==> src/rtl/avalonmm_mailbox_slave.sv <==
// rtl/avalonmm_mailbox_slave.sv - Avalon-MM mailbox responder with control/status, scratch and command/response FIFOs
module avalonmm_mailbox_slave #(
  parameter int DATA_WIDTH = 32,
  parameter int ADDR_WIDTH = 32,
  parameter int FIFO_DEPTH = 8
) (
  input  logic                  clk,
  input  logic                  reset_n,
  input  logic [ADDR_WIDTH-1:0] avs_address,
  input  logic [DATA_WIDTH-1:0] avs_writedata,
  input  logic                  avs_write,
  input  logic                  avs_read,
  input  logic [3:0]            avs_byteenable,
  output logic [DATA_WIDTH-1:0] avs_readdata,
  output logic                  avs_readdatavalid,
  output logic                  avs_waitrequest,
  output logic                  go_pulse,
  input  logic                  done_in,
  output logic                  irq,
  output logic [DATA_WIDTH-1:0] cmd_data,
  output logic                  cmd_valid,
  input  logic                  cmd_ready,
  input  logic [DATA_WIDTH-1:0] resp_data,
  input  logic                  resp_valid,
  output logic                  resp_ready
);

  localparam int PW = $clog2(FIFO_DEPTH);
  localparam int CW = PW + 1;
  localparam logic [CW-1:0] FULL_CNT = CW'(FIFO_DEPTH);

  // Register state and next-state
  logic                  ready_q, ready_d;
  logic                  irq_en_q, irq_en_d;
  logic                  done_q, done_d;
  logic                  underflow_q, underflow_d;
  logic                  go_q, go_d;
  logic                  rvalid_q, rvalid_d;
  logic [DATA_WIDTH-1:0] rdata_q, rdata_d;
  logic [DATA_WIDTH-1:0] scratch_q [4];
  logic [DATA_WIDTH-1:0] scratch_d [4];
  logic [PW-1:0]         cmd_wptr_q, cmd_wptr_d, cmd_rptr_q, cmd_rptr_d;
  logic [CW-1:0]         cmd_cnt_q, cmd_cnt_d;
  logic [PW-1:0]         resp_wptr_q, resp_wptr_d, resp_rptr_q, resp_rptr_d;
  logic [CW-1:0]         resp_cnt_q, resp_cnt_d;
  logic [DATA_WIDTH-1:0] cmd_mem  [FIFO_DEPTH];
  logic [DATA_WIDTH-1:0] resp_mem [FIFO_DEPTH];

  logic [2:0]            idx;
  logic                  cmd_full, cmd_empty, resp_full, resp_empty;
  logic                  wr_acc, rd_acc;
  logic                  cmd_push, cmd_pop, resp_push, resp_pop, resp_pop_req;
  logic [DATA_WIDTH-1:0] rd_mux;
  logic                  unused_ok;

  assign idx        = avs_address[4:2];
  assign unused_ok  = ^{avs_address[ADDR_WIDTH-1:5], avs_address[1:0]};
  assign cmd_full   = (cmd_cnt_q == FULL_CNT);
  assign cmd_empty  = (cmd_cnt_q == '0);
  assign resp_full  = (resp_cnt_q == FULL_CNT);
  assign resp_empty = (resp_cnt_q == '0);

  // Stall only before the first post-reset edge, or when pushing into a full command FIFO
  assign avs_waitrequest = !ready_q | (avs_write & (idx == 3'd2) & cmd_full);
  assign wr_acc          = avs_write & !avs_waitrequest;
  assign rd_acc          = avs_read & !avs_write & !avs_waitrequest;

  assign cmd_push     = wr_acc & (idx == 3'd2);
  assign cmd_pop      = cmd_ready & !cmd_empty;
  assign resp_push    = resp_valid & !resp_full;
  assign resp_pop_req = rd_acc & (idx == 3'd3);
  assign resp_pop     = resp_pop_req & !resp_empty;

  assign avs_readdata      = rdata_q;
  assign avs_readdatavalid = rvalid_q;
  assign go_pulse          = go_q;
  assign irq               = irq_en_q & done_q;
  assign cmd_data          = cmd_mem[cmd_rptr_q];
  assign cmd_valid         = !cmd_empty;
  assign resp_ready        = !resp_full;

  // Read data multiplexer over the register map
  always_comb begin
    rd_mux = '0;
    case (idx)
      3'd0: rd_mux[1] = irq_en_q;
      3'd1: begin
        rd_mux[0]     = done_q;
        rd_mux[1]     = cmd_full;
        rd_mux[2]     = resp_empty;
        rd_mux[3]     = underflow_q;
        rd_mux[15:8]  = 8'(cmd_cnt_q);
        rd_mux[23:16] = 8'(resp_cnt_q);
      end
      3'd3: rd_mux = resp_empty ? '0 : resp_mem[resp_rptr_q];
      3'd4, 3'd5, 3'd6, 3'd7: rd_mux = scratch_q[idx[1:0]];
      default: rd_mux = '0;
    endcase
  end

  // Next-state for registers, sticky flags and FIFO pointers/counts
  always_comb begin
    ready_d     = 1'b1;
    irq_en_d    = irq_en_q;
    go_d        = wr_acc & (idx == 3'd0) & avs_byteenable[0] & avs_writedata[0];
    rvalid_d    = rd_acc;
    rdata_d     = rd_acc ? rd_mux : '0;
    scratch_d   = scratch_q;
    cmd_wptr_d  = cmd_wptr_q;
    cmd_rptr_d  = cmd_rptr_q;
    cmd_cnt_d   = cmd_cnt_q;
    resp_wptr_d = resp_wptr_q;
    resp_rptr_d = resp_rptr_q;
    resp_cnt_d  = resp_cnt_q;

    if (wr_acc && idx == 3'd0 && avs_byteenable[0]) irq_en_d = avs_writedata[1];

    // Set beats clear when both land on the same edge
    done_d = done_in | (done_q &
             !(wr_acc && idx == 3'd1 && avs_byteenable[0] && avs_writedata[0]));
    underflow_d = (resp_pop_req & resp_empty) | (underflow_q &
             !(wr_acc && idx == 3'd1 && avs_byteenable[0] && avs_writedata[3]));

    if (wr_acc && idx[2]) begin
      for (int b = 0; b < 4; b++) begin
        if (avs_byteenable[b]) scratch_d[idx[1:0]][8*b +: 8] = avs_writedata[8*b +: 8];
      end
    end

    if (cmd_push) cmd_wptr_d = cmd_wptr_q + PW'(1);
    if (cmd_pop)  cmd_rptr_d = cmd_rptr_q + PW'(1);
    case ({cmd_push, cmd_pop})
      2'b10:   cmd_cnt_d = cmd_cnt_q + CW'(1);
      2'b01:   cmd_cnt_d = cmd_cnt_q - CW'(1);
      default: cmd_cnt_d = cmd_cnt_q;
    endcase

    if (resp_push) resp_wptr_d = resp_wptr_q + PW'(1);
    if (resp_pop)  resp_rptr_d = resp_rptr_q + PW'(1);
    case ({resp_push, resp_pop})
      2'b10:   resp_cnt_d = resp_cnt_q + CW'(1);
      2'b01:   resp_cnt_d = resp_cnt_q - CW'(1);
      default: resp_cnt_d = resp_cnt_q;
    endcase
  end

  // State registers with asynchronous active-low reset
  always_ff @(posedge clk or negedge reset_n) begin
    if (!reset_n) begin
      ready_q     <= 1'b0;
      irq_en_q    <= 1'b0;
      done_q      <= 1'b0;
      underflow_q <= 1'b0;
      go_q        <= 1'b0;
      rvalid_q    <= 1'b0;
      rdata_q     <= '0;
      for (int i = 0; i < 4; i++) scratch_q[i] <= '0;
      cmd_wptr_q  <= '0;
      cmd_rptr_q  <= '0;
      cmd_cnt_q   <= '0;
      resp_wptr_q <= '0;
      resp_rptr_q <= '0;
      resp_cnt_q  <= '0;
    end else begin
      ready_q     <= ready_d;
      irq_en_q    <= irq_en_d;
      done_q      <= done_d;
      underflow_q <= underflow_d;
      go_q        <= go_d;
      rvalid_q    <= rvalid_d;
      rdata_q     <= rdata_d;
      scratch_q   <= scratch_d;
      cmd_wptr_q  <= cmd_wptr_d;
      cmd_rptr_q  <= cmd_rptr_d;
      cmd_cnt_q   <= cmd_cnt_d;
      resp_wptr_q <= resp_wptr_d;
      resp_rptr_q <= resp_rptr_d;
      resp_cnt_q  <= resp_cnt_d;
    end
  end

  // FIFO storage; validity is tracked by pointers and counts, so no reset needed
  always_ff @(posedge clk) begin
    if (cmd_push)  cmd_mem[cmd_wptr_q]   <= avs_writedata;
    if (resp_push) resp_mem[resp_wptr_q] <= resp_data;
  end

endmodule

==> config.mk <==
export PLATFORM = sky130hd
export DESIGN_NAME = avalonmm_mailbox_slave
export DESIGN_NICKNAME = d
export VERILOG_FILES = /design/src/rtl/avalonmm_mailbox_slave.sv
export SDC_FILE = /design/constraint.sdc
export NUM_CORES = 1
export LEC_CHECK = 0
export BUFFER_PORTS_ARGS = -buffer_cell sky130_fd_sc_hd__buf_2
export CORE_MARGIN = 1.5
export CORE_UTILIZATION = 60
export CTS_CLUSTER_DIAMETER = 50
export DETAILED_ROUTE_END_ITERATION = 16
export GPL_TIMING_DRIVEN = 0
export MAX_ROUTING_LAYER = met4
export PLACE_DENSITY = 0.79
export RECOVER_POWER = 100
export SLEW_MARGIN = 30
export SYNTH_ARGS = -nofsm -noshare
export SYNTH_HDL_FRONTEND = slang
export SYNTH_SLANG_ARGS = --single-unit
==> constraint.sdc <==
create_clock -name clk -period 11.64 [get_ports clk]
set_input_delay 1.164 -clock clk [delete_from_list [all_inputs] [get_ports clk]]
set_output_delay 1.164 -clock clk [all_outputs]
set_load 0.01 [all_outputs]
After elaboration in Yosys (flattened, before gate mapping)
Memory sizes are Yosys's and may differ from the RTL's.
Cells that the tools add are included.
- bits in latches: 0
- memory bits (read-only): 0
- output and inout bits: 70
- word-level logic and storage cells: 121
- bits in writable memories: 512
- register bits after elaboration: 186
- memories kept: 2
- input port bits: 107
- memories (name ; depth ; bits a word ; read ports ; clocked after Yosys merged registers in ; write ports ; line ; source):
    cmd_mem ; 8 ; 32 ; 1 ; 0 ; 1 ; 46 ; logic [DATA_WIDTH-1:0] cmd_mem [FIFO_DEPTH];
    resp_mem ; 8 ; 32 ; 1 ; 0 ; 1 ; 47 ; logic [DATA_WIDTH-1:0] resp_mem [FIFO_DEPTH];
- eq/ne operators: 13
- shifts and indexed selects: 0
- add/subtract/negate cells: 8
- bitwise operators: 21
- mux-type cells: 36
- reduce and logical (&&, ||, !) cells: 22
- div/mod/pow operators: 0
- magnitude comparators: 2
- multiply operators: 0
- operators by type and width (operator ; count):
    $mux W128 ; 7
    $bwmux W128 ; 4
    $demux W32 S2 ; 4
    $mux W32 ; 5
    $bmux W32 S2 ; 1
    $pmux W16 S3 ; 1
    $mux W24 ; 1
    $pmux W4 S2 ; 3
    $and A1 B1 Y1 ; 17
    $mux W16 ; 1
    $pmux W8 S2 ; 1
    $add A3 B1 Y3 const B ; 4
    $eq A3 B3 Y1 const B ; 4
    $add A4 B1 Y4 const B ; 2
    $eq A4 B4 Y1 const B ; 2
    $logic_and A1 B1 Y1 ; 8
    $logic_not A1 Y1 ; 8
    $logic_not A4 Y1 ; 2
    $mux W8 ; 1
    $sub A4 B1 Y4 const B ; 2
    $eq A3 B2 Y1 const B ; 2
    $pmux W2 S3 ; 1
    $eq A2 B1 Y1 const B ; 2
    $eq A2 B2 Y1 const B ; 2
    other kinds (11) ; 17

Logic depth before layout (Yosys ltp)
- depth in word-level cells: 16
- mapped depth: 12
- mapped depth without buffers: 10

Worst setup path before layout
No wires, ideal clock.
- path type: in2reg
- start: input avs_address[2]
- end: memory cmd_mem[0][0] (enable)
- slack: 6103 ps
- buffers on the path: 2
- arrival: 5036 ps
- stages: 6
- required time: 11139 ps
- path through: buf_6 nand2b_4 buf_6 nor4_4 inv_2 nor4_1
- word-level cells in the longest chain between the ends: 9
- ends and longest elaborated chain (what ; line ; source):
    from (decl) ; 9 ; input logic [ADDR_WIDTH-1:0] avs_address,
    $eq A3 B2 Y1 (*) ; 64, 68 ;
    $and A1 B1 Y1 (2 in series) ; 64 ; assign avs_waitrequest = !ready_q | (avs_write & (idx == 3'd2) & cmd_full);
    $or A1 B1 Y1 ; 64 ;
    $logic_not A1 Y1 ; 65 ; assign wr_acc = avs_write & !avs_waitrequest;
    $and A1 B1 Y1 ; 65 ;
    $and A1 B1 Y1 (*) ; 68 ; assign cmd_push = wr_acc & (idx == 3'd2);
    $mux W1 (*) ; 184 ; if (cmd_push) cmd_mem[cmd_wptr_q] <= avs_writedata;
    $mux W1 (not written as such) (*) ; 184 ;
    to (decl) ; 46 ;
Every way passes the cells marked *; elsewhere a longest branch is shown, timed or not.

Worst setup path in the final report
- start: input avs_address[3]
- end: memory cmd_mem[1][13] (enable)
Same word-level chain as after synthesis.

==> results.py <==
metrics = {
    "clocking": {
        "cts_buffer_depth": 3,
        "cts_setup_buffers": 0,
        "cts_hold_buf": 0,
        "cts-htree-levels": 3,
        "ctsRootBufferMaster": "clkbuf_16",
        "clk_pin_slew_worst_paths_ps": 60,
        "cts_sinks": 698,
        "post_cts_resized": 0,
        "cts_tree": "built",
        "cts_made_buffers": 71,
        "clock_latency_ps": 600,
    },
    "logic_synthesis": {
        "synth_nets": 1490,
        "syn_area_sq_um": 27710,
        "ys_async_sr_fraction_pct": 26.65,
        "synth_seq_cells": 698,
        "yosysTopAreaCellShare_pct": 55.49,
        "synthFlopType": "edfxtp_1",
        "synth_edf_count": 512,
        "yosys_warnings": 0,
        "synth_cells": 1372,
        "syn_area_per_cell_sq_um": 20.20,
        "synthDistinctLibCells": 50,
        "yosys.area.top_type": "edfxtp_1",
        "synthTopCellsByArea": "edfxtp_1 (55%), dfrtp_1 (17%), mux4_2 (12%)",
        "ys_seq_area_share_pct": 72.28,
    },
    "grt": {
        "grt_pass1_wl_microns": 93030,
        "grt_max_degree": 87,
        "antenna_found_initial": 4,
        "track_usage_pct": 27.68,
        "grt_pass1_vias": 15070,
        "grt_overflow_total": 0,
    },
    "route": {
        "vias_per_cell": 6.091,
        "route.detailed.drc": 0,
        "drtAntennaViolNets": 0,
        "drtPass1Iterations": 5,
        "first_iter_violations": 1343,
        "route.vias.total": 14130,
        "drt-total-wl_microns": 61720,
        "avgRoutedWirePerCell_microns": 26.60,
    },
    "floorplanning": {
        "fp.dieW_microns": 217.9,
        "die_area_sq_um": 47480,
        "rows": 78,
        "die_y_microns": 217.9,
        "core_area_sq_um": 45480,
        "start_util_pct": 60.93,
        "ios": 177,
    },
    "run": {
        "max_cap_viol_count": 6,
    },
    "timing": {
        "rsz0062_at_grt": "no",
        "hold_viol_final": 0,
        "fin_crit_sh_pct": 46.37,
        "setup-tns-final_ps": 0,
        "setup_violations": 0,
        "slew_headroom_pct": -96.85,
        "max_freq_mhz": 185.3,
        "min_period_ps": 5397,
        "hold_slack_ps": 503.1,
        "worstMarginPinSlew_ps": 2953,
        "finalMaxSlewViolations": 161,
        "skew_ps": 17.18,
    },
    "power": {
        "p_leak_nw": 10.96,
        "ir_drop_uv": 223.7,
        "p_switching_mw": 1.854,
        "switching_share_pct": 26.82,
        "p_int_mw": 5.059,
        "p_seq_share_pct": 44.4,
        "cellPowerDensity_nw_per_um2": 219.3,
        "p_comb_share_pct": 22.8,
        "power_frac_clock_pct": 32.8,
    },
    "placement": {
        "dp_hpwl_microns": 41250,
        "place_congestion": 0.8439,
        "io_buffers": 144,
    },
    "worst_setup_path": {
        "end_kind": "flip-flop",
        "critPathLaunchType": "input pin",
        "crit_type": "in2reg",
        "cp.arrival_ps": 5630,
        "cp_max_fo": 9,
        "cp.required_ps": 11870,
    },
    "cells_and_area": {
        "num-fill-cells": 3005,
        "areaGrowthSynthToFinish_pct": 13.75,
        "drive_above_1_share_pct": 27.33,
        "final_nets": 1776,
        "ff_latch_area_sq_um": 20030,
        "multi_input_area_sq_um": 7138,
    },
    "status": {
        "failed_checks": "capacitance limit, slew limit",
        "outcome": "finished, violations left",
    },
    "worst_hold_path": {
        "hp-class": "reg2reg",
    },
}
==> synthesized netlist by cell type, types with 2 or more instances <==
library cell / count
mux2_2: 174
o22ai_1: 12
nor3_1: 11
nor2_1: 11
nand2_4: 4
nor3b_1: 3
a211oi_1: 9
dfrtp_1: 186
clkbuf_2: 2
xnor2_1: 11
and2_1: 3
mux4_2: 148
a21oi_1: 22
inv_1: 10
mux2i_1: 47
buf_6: 9
o21ai_0: 25
nor4b_2: 2
or3_1: 2
nand3_1: 26
clkbuf_1: 22
nor4_1: 4
edfxtp_1: 512
nand4b_1: 2
ha_1: 10
nand2_1: 23
xor2_1: 4
nor2_2: 12
nand3b_1: 3
nor3_4: 4
buf_2: 19
buf_1: 7
buf_4: 11
nand2b_1: 6
==> sequential cells by signal, summed over array words and instances (netlist names), 4 cells and up <==
| signal | flops |
|---|---|
| cmd_cnt_q | 4 |
| resp_mem | 256 |
| cmd_mem | 256 |
| scratch_q | 128 |
| avs_readdata | 32 |
| resp_cnt_q | 4 |
==> kinds of logic (layout without fill, tap and decap cells) <==
family / count (synthesis) / after routing / synth area share, %
mux: 369 / 369 / 20.80
compound gates: 75 / 75 / 1.580
simple gates: 122 / 122 / 2.741
xor+xnor: 15 / 15 / 0.4741
other cells: 1 / 5 / 0.01353
fa+ha+maj: 11 / 11 / 0.5238
buf+inv: 81 / 425 / 1.585
flops: 698 / 698 / 72.28
==> layout by cell type, fill, tap and decap left out, drive strengths merged, types with 2 or more instances in the layout <==
master and count:
xor2 4, a211oi 9, buf 55, nand3b 3, clkbuf 333, nand3 26, nand2 27, nor4 6
mux4 148, nor4b 3, mux2 174, nand2b 7, a21oi 22, xnor2 11, clkinv 16, nand4b 2
inv 14, o22ai 12, nor3 15, o21ai 25, diode 4, bufinv 6, edfxtp 512, nor3b 3
mux2i 47, and2 3, ha 10, dfrtp 186, nor2 23, or3 2
==> final cells by class <==
type                            instances  share of cell area (%)
Antenna cell                            4                 0.03176
Timing Repair Buffer                  213                   2.703
Buffer                                 70                   1.159
Sequential cell                       698                   63.55
Tap cell                              600                   2.382
Clock buffer                          105                   6.502
Inverter                               11                  0.1310
Multi-Input combinational cell        593                   22.65
Clock inverter                         26                  0.8971
==> worst max-delay path: stages <==
cell and delay [ps]:
clkbuf_1 370, nand2b_4 60, clkbuf_1 200, nor4_1 950, inv_1 360, nor4b_1 1100, clkbuf_1 460, clkbuf_1 430
clkbuf_1 500
==> stage by stage <==
stage          total power [mW]  cells  utilization, %  setup WS, ps  cell area [sq um]
2_1_floorplan             4.208   1372               -          6103              27710
3_3_place_gp              4.652   2116           64.16          3312              29180
3_5_place_dp              4.762   2185           65.84          7603              29940
4_1_cts                   7.032   2316           70.96          7684              32270
5_1_grt                   7.163   2320           69.31          5444              31520
6_report                  6.913   2320           69.31          6243              31520
==> final timing paths <==
check / start / end / slack [ps] / depth (start not counted)
max: avs_address[3] / cmd_mem[1][13] / 6240 / 9
min in group asynchronous: reset_n / scratch_q[76] / 1530 / 1
min reg2reg: scratch_q[72] / scratch_q[72] / 500 / 1
max reg2reg: cmd_cnt_q[3] / cmd_mem[1][13] / 6790 / 7
min: scratch_q[72] / scratch_q[72] / 500 / 1
max in group asynchronous: reset_n / resp_rptr_q[2] / 6430 / 2
==> layer usage <==
metal  vias up  part of all wire (%)  global-route usage (%)  wire length (microns)
met5         -                     0                       -                      0
met4         0                   2.2                   7.034                   1362
met3        98                   5.2                   4.533                   3240
met1      7478                    40                   35.35                  24530
met2       472                    53                   46.77                  32590
li1       6083                     -                       -                      -
==> power by group through the flow <==
stage	registers (mW)	logic (mW)	clock network [mW]
final	3.07	1.57	2.27
after CTS	3.07	1.67	2.29
after floorplan	3.08	1.13	0
after detailed placement	3.11	1.65	0
after global placement	3.10	1.55	0
after global routing	3.09	1.69	2.39
Note: power is estimated with default switching activity, not from simulation.
